`src/rtl/div_acc.sv`:
```
// Divide accelerator: restoring divider that replaces the software divide loop by injecting pre-load pairs.
// Build option: define DIV_ACC_RADIX4_EN to retire two quotient bits per DIVIDE cycle (8 cycles instead of 16).
module div_acc #(
  parameter int W      = 16,
  parameter int Q_ADDR = 1,
  parameter int R_ADDR = 2
) (
  input  logic         Clk,
  input  logic         Reset_N,
  input  logic         StartDiv102,
  input  logic [W-1:0] Divident,
  input  logic [W-1:0] Divisor,
  input  logic         AccGrant,
  output logic         SelAccInst101,
  output logic [W-1:0] Inst0FromAcc101,
  output logic [W-1:0] Inst1FromAcc101,
  output logic         AccBusy,
  output logic         AccBypass
);

  typedef enum logic [1:0] {IDLE, CHECK, DIVIDE, INJECT} state_t;

  typedef struct packed {
    logic [W-1:0] rem;
    logic [W-1:0] quo;
  } div_t;

  localparam logic [W-1:0] C_DEQA = W'(16'hEC10);
  localparam logic [W-1:0] C_MEQD = W'(16'hE308);

`ifdef DIV_ACC_RADIX4_EN
  localparam logic [3:0] LAST_STEP = 4'd7;
`else
  localparam logic [3:0] LAST_STEP = 4'd15;
`endif

  state_t       state_q;
  logic [W-1:0] dvd_q, dvs_q;
  div_t         div_q, div_d;
  logic         small_q;
  logic [3:0]   cnt_q;
  logic [1:0]   pair_q;
  logic         busy_q, bypass_q;
  logic [W-1:0] inst0_q, inst1_q;
  logic [W-1:0] x_w;

  // One restoring step: shift in the next dividend bit, keep the trial difference if it did not borrow.
  function automatic div_t div_step(input div_t cur, input logic [W-1:0] dvs);
    logic [W:0] trial;
    div_t       nxt;
    trial = {cur.rem, cur.quo[W-1]} - {1'b0, dvs};
    if (!trial[W]) begin
      nxt.rem = trial[W-1:0];
      nxt.quo = {cur.quo[W-2:0], 1'b1};
    end else begin
      nxt.rem = {cur.rem[W-2:0], cur.quo[W-1]};
      nxt.quo = {cur.quo[W-2:0], 1'b0};
    end
    return nxt;
  endfunction

  function automatic logic [2*W-1:0] pair_word(input logic [1:0] idx,
                                               input logic [W-1:0] qm1,
                                               input logic [W-1:0] rp1);
    logic [2*W-1:0] w;
    case (idx)
      2'd0:    w = {qm1, C_DEQA};
      2'd1:    w = {W'(Q_ADDR), C_MEQD};
      2'd2:    w = {rp1, C_DEQA};
      default: w = {W'(R_ADDR), C_MEQD};
    endcase
    return w;
  endfunction

  assign x_w = dvd_q - W'(1);

  always_comb begin
`ifdef DIV_ACC_RADIX4_EN
    div_d = div_step(div_step(div_q, dvs_q), dvs_q);
`else
    div_d = div_step(div_q, dvs_q);
`endif
  end

  always_ff @(posedge Clk or negedge Reset_N) begin
    if (!Reset_N) begin
      state_q  <= IDLE;
      dvd_q    <= '0;
      dvs_q    <= '0;
      div_q    <= '0;
      small_q  <= 1'b0;
      cnt_q    <= '0;
      pair_q   <= '0;
      busy_q   <= 1'b0;
      bypass_q <= 1'b0;
      inst0_q  <= '0;
      inst1_q  <= '0;
    end else begin
      bypass_q <= 1'b0;
      case (state_q)
        IDLE: begin
          if (StartDiv102) begin
            dvd_q    <= Divident;
            dvs_q    <= Divisor;
            busy_q   <= 1'b1;
            state_q  <= CHECK;
            // Non-positive operands are flagged now so the bypass pulse lands in the CHECK cycle.
            bypass_q <= Divident[W-1] | ~|Divident | Divisor[W-1] | ~|Divisor;
          end
        end
        CHECK: begin
          if (bypass_q) begin
            busy_q  <= 1'b0;
            state_q <= IDLE;
          end else begin
            div_q.rem <= '0;
            div_q.quo <= x_w;
            small_q   <= (x_w < dvs_q);
            cnt_q     <= '0;
            state_q   <= DIVIDE;
          end
        end
        DIVIDE: begin
          div_q <= div_d;
          cnt_q <= cnt_q + 4'd1;
          if (cnt_q == LAST_STEP - 4'd1 && small_q)
            bypass_q <= 1'b1;
          if (cnt_q == LAST_STEP) begin
            if (small_q) begin
              busy_q  <= 1'b0;
              state_q <= IDLE;
            end else begin
              pair_q             <= 2'd0;
              {inst0_q, inst1_q} <= pair_word(2'd0, div_d.quo, div_d.rem + W'(1));
              state_q            <= INJECT;
            end
          end
        end
        INJECT: begin
          if (AccGrant) begin
            if (pair_q == 2'd3) begin
              pair_q  <= 2'd0;
              busy_q  <= 1'b0;
              state_q <= IDLE;
            end else begin
              pair_q             <= pair_q + 2'd1;
              {inst0_q, inst1_q} <= pair_word(pair_q + 2'd1, div_q.quo, div_q.rem + W'(1));
            end
          end
        end
        default: state_q <= IDLE;
      endcase
    end
  end

  assign SelAccInst101   = (state_q == INJECT) & AccGrant;
  assign Inst0FromAcc101 = inst0_q;
  assign Inst1FromAcc101 = inst1_q;
  assign AccBusy         = busy_q;
  assign AccBypass       = bypass_q;

endmodule

```
`config.mk`:
```
export PLATFORM = sky130hd
export DESIGN_NAME = div_acc
export DESIGN_NICKNAME = d
export VERILOG_FILES = /design/src/rtl/div_acc.sv
export SDC_FILE = /design/constraint.sdc
export NUM_CORES = 1
export LEC_CHECK = 0
export ABC_CLOCK_PERIOD_IN_PS = 5200
export BUFFER_PORTS_ARGS = -buffer_cell sky130_fd_sc_hd__clkbuf_2
export CORE_UTILIZATION = 38
export DETAILED_ROUTE_END_ITERATION = 8
export HOLD_SLACK_MARGIN = 0.02
export PLACE_DENSITY = 0.57
export RECOVER_POWER = 25
export SYNTH_ARGS = -nofsm -noshare
export SYNTH_HDL_FRONTEND = slang
export SYNTH_SLANG_ARGS = --single-unit
```
`constraint.sdc`:
```
create_clock -name Clk -period 5.2 [get_ports Clk]
set_input_delay 0.78 -clock Clk [delete_from_list [all_inputs] [get_ports Clk]]
set_output_delay 0.78 -clock Clk [all_outputs]
set_load 0.03 [all_outputs]
```
## Yosys cells after proc, flatten, opt, wreduce, memory -nomap -nowiden

Cells that the tools add are included.

| operators by class | value |
|---|---|
| equality and inequality tests | 17 |
| bitwise operators | 5 |
| add/sub/neg operators | 5 |
| multiplexer cells | 38 |
| reduce and logical (&&, ||, !) cells | 16 |
| order comparisons | 1 |

Operators with widths:

| cell | count |
|---|---|
| 16-bit two-way mux | 8 |
| 32-bit one-hot mux with 3 select lines | 1 |
| 32-bit two-way mux | 2 |
| 16-bit one-hot mux with 2 select lines | 2 |
| 32-bit one-hot mux with 2 select lines | 1 |
| 16-bit OR reduction | 2 |
| 2-bit two-way mux | 10 |
| 2-bit inequality test, second input constant | 9 |
| 17-bit by 16-bit subtractor with 17-bit output | 1 |
| 16-bit by 1-bit adder with 16-bit output, second input constant | 1 |
| 16-bit less-than comparator | 1 |
| 16-bit by 1-bit subtractor with 16-bit output, second input constant | 1 |
| 2-bit == test, second input constant | 4 |
| 4-bit == test, second input constant | 2 |
| 1-bit two-way mux | 8 |
| 2-bit one-hot mux with 4 select lines | 1 |
| 4-bit one-hot mux with 2 select lines | 1 |
| 4-bit AND reduction | 2 |
| 2-bit AND reduction | 3 |
| 6-bit AND reduction | 1 |
| 5-bit AND reduction | 1 |
| 4-bit by 1-bit adder with 4-bit output, second input constant | 1 |
| 2-bit by 1-bit == test with 1-bit output, second input constant | 2 |
| 2-bit logical NOT | 2 |
| 11 further kinds | 15 |

| storage, ports and cells | value |
|---|---|
| output and inout bits | 35 |
| flip-flop bits (word level) | 107 |

## Longest topological paths before layout

| depth | value |
|---|---|
| depth after elaboration | 7 |
| depth in mapped cells | 13 |

## Worst setup path after synthesis

OpenSTA, ideal clock, no wires.

| path | value |
|---|---|
| path kind | flip-flop to flip-flop |
| from | register dvd_q[0] |
| to | register small_q |
| cell stages (with the launch flop) | 13 |
| path slack | 2.579 ns |
| arrival | 2.511 ns |
| cells stage by stage | dfrtp_1 inv_1 ha_1 nand2_2 or4_4 buf_6 nor4_1 xor2_1 ha_1 a21o_1 a21oi_1 a21oi_1 o41ai_1 |

| between the ends | value |
|---|---|
| word-level cells in the longest chain between the ends | 2 |

Ends and longest elaborated chain:

| item | RTL line | text |
|---|---|---|
| start, declared | 38 | `logic [W-1:0] dvd_q, dvs_q;` |
| start signal, assigned | 103 | `dvd_q <= Divident;` |
| 16-bit by 1-bit subtractor with 16-bit output | 75 | `assign x_w = dvd_q - W'(1);` |
| 16-bit less-than comparator | 118 | `small_q <= (x_w < dvs_q);` |
| end signal, assigned | 118 |  |
| end, declared | 40 | `logic small_q;` |

Every way passes these cells.
A chain may end at the register's enable or synchronous reset.

## Worst setup path after layout

| path | value |
|---|---|
| from | register state_q[0] |
| to | register inst1_q[9] (netlist: Inst1FromAcc101[9]) |

| between the ends | value |
|---|---|
| word-level cells in the longest chain between the ends | 3 |
| elaborated cells on any way between the ends | 9 |
| those cells by class | eq/ne: 6; mux: 1; reduce/logical: 2 |

Ends and longest elaborated chain:

| item | RTL line | text |
|---|---|---|
| start, declared | 37 | `state_t state_q;` |
| start signal, assigned | 87 | `state_q <= IDLE;` |
| start signal, assigned | 106 | `state_q <= CHECK;` |
| start signal, assigned | 114 | `state_q <= IDLE;` |
| 2-bit == test | 100 | `case (state_q)` |
| 2-bit inequality test (no source line) / 2-bit nonzero test (equally long branches) | - |  |
| 5-bit AND reduction (no source line) | - |  |
| end signal, assigned | 134 | `{inst0_q, inst1_q} <= pair_word(2'd0, div_d.quo, div_d.rem + W'(1));` |
| end signal, assigned | 147 | `{inst0_q, inst1_q} <= pair_word(pair_q + 2'd1, div_q.quo, div_q.rem + W'(1));` |
| end, declared | 44 | `logic [W-1:0] inst0_q, inst1_q;` |

Several ways; a longest one is shown, not always the timed one.

==> impl_metrics.env <==
export IMPL_status="complete, but fails checks"
export IMPL_violations="capacitance limit, slew limit"
export IMPL_cts_buffer_depth=2
export IMPL_fin_crit_sh=0.611
export IMPL_required_ns=5.44
export IMPL_via_count=4932
export IMPL_multi_input_area_um2=3410
export IMPL_ys_flop_type="dfrtp_1"
export IMPL_startpoint_type="register"
export IMPL_placed_cells=885
export IMPL_async_flop_share=1.00
export IMPL_crit_fanout=36
export IMPL_vdd_drop_max_v=0.000289
export IMPL_vias_per_cell=5.48
export IMPL_max_freq_mhz=315
export IMPL_drv_slew=43
export IMPL_regArea_um2=2350
export IMPL_postCtsHoldBufs=0
export IMPL_yosysTopAreaCell="dfrtp_1"
export IMPL_dr_wl_met2_um=6390
export IMPL_rsz0062_at_grt="no"
export IMPL_synth_edf_count=0
export IMPL_ys_types=69
export IMPL_setup_violations=0
export IMPL_synthTopCellsByCount="dfrtp_1, nand2_1, o21ai_0, ha_1, inv_1"
export IMPL_row_count=45
export IMPL_period_needed_ns=3.18
export IMPL_syn_area_per_cell_um2=9.44
export IMPL_grt_max_degree=54
export IMPL_r2r_cells=5
export IMPL_cts_tree="yes"
export IMPL_clockRootBuffer="clkbuf_16"
export IMPL_grt_pass1_wl_um=25100
export IMPL_hold_slack_ns=0.480
export IMPL_ys_top_cells_by_area="dfrtp_1, ha_1, nand2_1"
export IMPL_fin_setup_tns_ns=0
export IMPL_start_util=0.395
export IMPL_cts_max_level=3
export IMPL_ys_warn_count=0
export IMPL_placed_area_um2=6500
export IMPL_dp_hpwl_um=11700
export IMPL_final_nets=762
export IMPL_syn_inst=646
export IMPL_hold_violations=0
export IMPL_coreArea_um2=15400
export IMPL_area_growth_pct=11.5
export IMPL_antenna_left=0
export IMPL_wl_met3_um=931
export IMPL_clk_pin_slew_ns=0.07
export IMPL_wire_per_inst_um=17.0
export IMPL_dieArea_um2=16600
export IMPL_place_ws_ns=1.99
export IMPL_path_class="reg2reg"
export IMPL_p_leak_nw=3.05
export IMPL_post_cts_setup_buffer_count=0
export IMPL_clock_sinks=94
export IMPL_design_area_um2=6800
export IMPL_cts_buffers=9
export IMPL_synth_most_common_cell="dfrtp_1"
export IMPL_die_height_um=129
export IMPL_io_buffers=63
export IMPL_drt_iter0_drc=365
export IMPL_clock_skew_ns=0.00415
export IMPL_antennaDiodeCount=0
export IMPL_hold_depth=2
export IMPL_synth_seq_cells=94
export IMPL_drt_total_wl_um=15300
export IMPL_fillers=1521
export IMPL_wl_met1_um=7420
export IMPL_dr_max_layer_used="met4"
export IMPL_p_per_area_nw_per_um2=742
export IMPL_grt_use_total=0.197
export IMPL_clk_latency_ns=0.35
export IMPL_maxSlewHeadroom=-0.559
export IMPL_arrival_ns=3.42
export IMPL_gp_congestion=0.878
export IMPL_grt_overflow=0
export IMPL_instances_no_fill=900
export IMPL_finalPower_mw=5.05
export IMPL_drc=0
export IMPL_first_pass_iters=5
export IMPL_min_path_type="reg2reg"
export IMPL_netlist_area_um2=6100
export IMPL_post_cts_resize_count=0
export IMPL_antenna_found_initial=0
export IMPL_finalWorstSetupSlack_ns=2.02
export IMPL_fin_util=0.441
export IMPL_cap_violations=1
export IMPL_final_layout_size_suffix_gt1_frac=0.158
export IMPL_end_kind="register"
export IMPL_die_w_um=129
export IMPL_ys_seq_area_frac=0.386
export IMPL_tightest_slew_ns=2.34
export IMPL_synth_top_area_frac=0.386
export IMPL_grt_pass1_vias=4659
export IMPL_num_io_pins=71
registers in the layout, summed over array words and instances (netlist names), 2 cells and up:
signal           count
div_q               32
Inst0FromAcc101     16
dvd_q               16
dvs_q               16
cnt_q                4
Inst1FromAcc101      3
pair_q               2
state_q              2
kinds of logic (layout without fill, tap and decap cells):
group                      count (synthesis)  in the layout  share of synthesized area
and+or+nand+nor                          171            171                      0.138
DFF                                       94             94                      0.386
AOI/OAI and AO/OA                        194            194                      0.223
other                                      1              7                   0.000615
xor gates and xnor gates                  39             39                     0.0585
buffers and inverters                     79            116                     0.0615
muxes                                     27             27                     0.0474
adders and majority gates                 41             41                     0.0853
cell type report:
class | instances | area share
clock buffer | 12 | 0.0377
timing repair buffer | 67 | 0.0482
multi-input combinational | 479 | 0.501
inverter | 34 | 0.0188
tap | 211 | 0.0388
sequential | 94 | 0.346
clock inverter | 3 | 0.00993
path summary, 6_finish.rpt:
check / to / slack (ns) / start
setup / recovery: Inst1FromAcc101[9]$_DFFE_PN0P_ / 2.02 / state_q[0]$_DFFE_PN0P_
hold / removal: Inst0FromAcc101[7]$_DFFE_PN0P_ / 0.48 / Inst0FromAcc101[7]$_DFFE_PN0P_
setup reg to reg: Inst1FromAcc101[9]$_DFFE_PN0P_ / 2.02 / state_q[0]$_DFFE_PN0P_
hold reg to reg: Inst0FromAcc101[7]$_DFFE_PN0P_ / 0.48 / Inst0FromAcc101[7]$_DFFE_PN0P_
max in group asynchronous: dvd_q[11]$_DFFE_PN0P_ / 2.34 / Reset_N
min in group asynchronous: div_q[31]$_DFFE_PN0P_ / 1.13 / Reset_N
cells in the final DEF, fill, tap and decap left out, types with 17 or more instances in the layout:
cell       n
dfrtp_1   94
nand2_1   79
clkbuf_2  49
o21ai_0   47
ha_1      40
inv_1     34
a21oi_1   27
xnor2_1   24
a22o_1    24
nand3_1   19
nor2_1    17
per-layer routing:
metal,vias to the layer above,global-route usage
li1,2405,-
met1,2342,0.277
met2,162,0.286
met3,23,0.0511
met4,0,0.0858
met5,-,0
power by group:
| part | switching (mW) | leakage [nW] | internal, mW |
|---|---|---|---|
| clock network | 0.278 | 0.155 | 0.445 |
| registers | 0.389 | 1.17 | 1.06 |
| logic | 1.71 | 1.72 | 1.17 |
| total | 2.38 | 3.05 | 2.67 |
critical path: stages (launching register included):
cell and delay (ns):
dfrtp_1 0.81, nand2b_1 0.78, nor2_1 0.14, o21ai_2 0.93, nor3_1 0.19, a21o_1 0.21
Power figures use the tool's default switching activity.
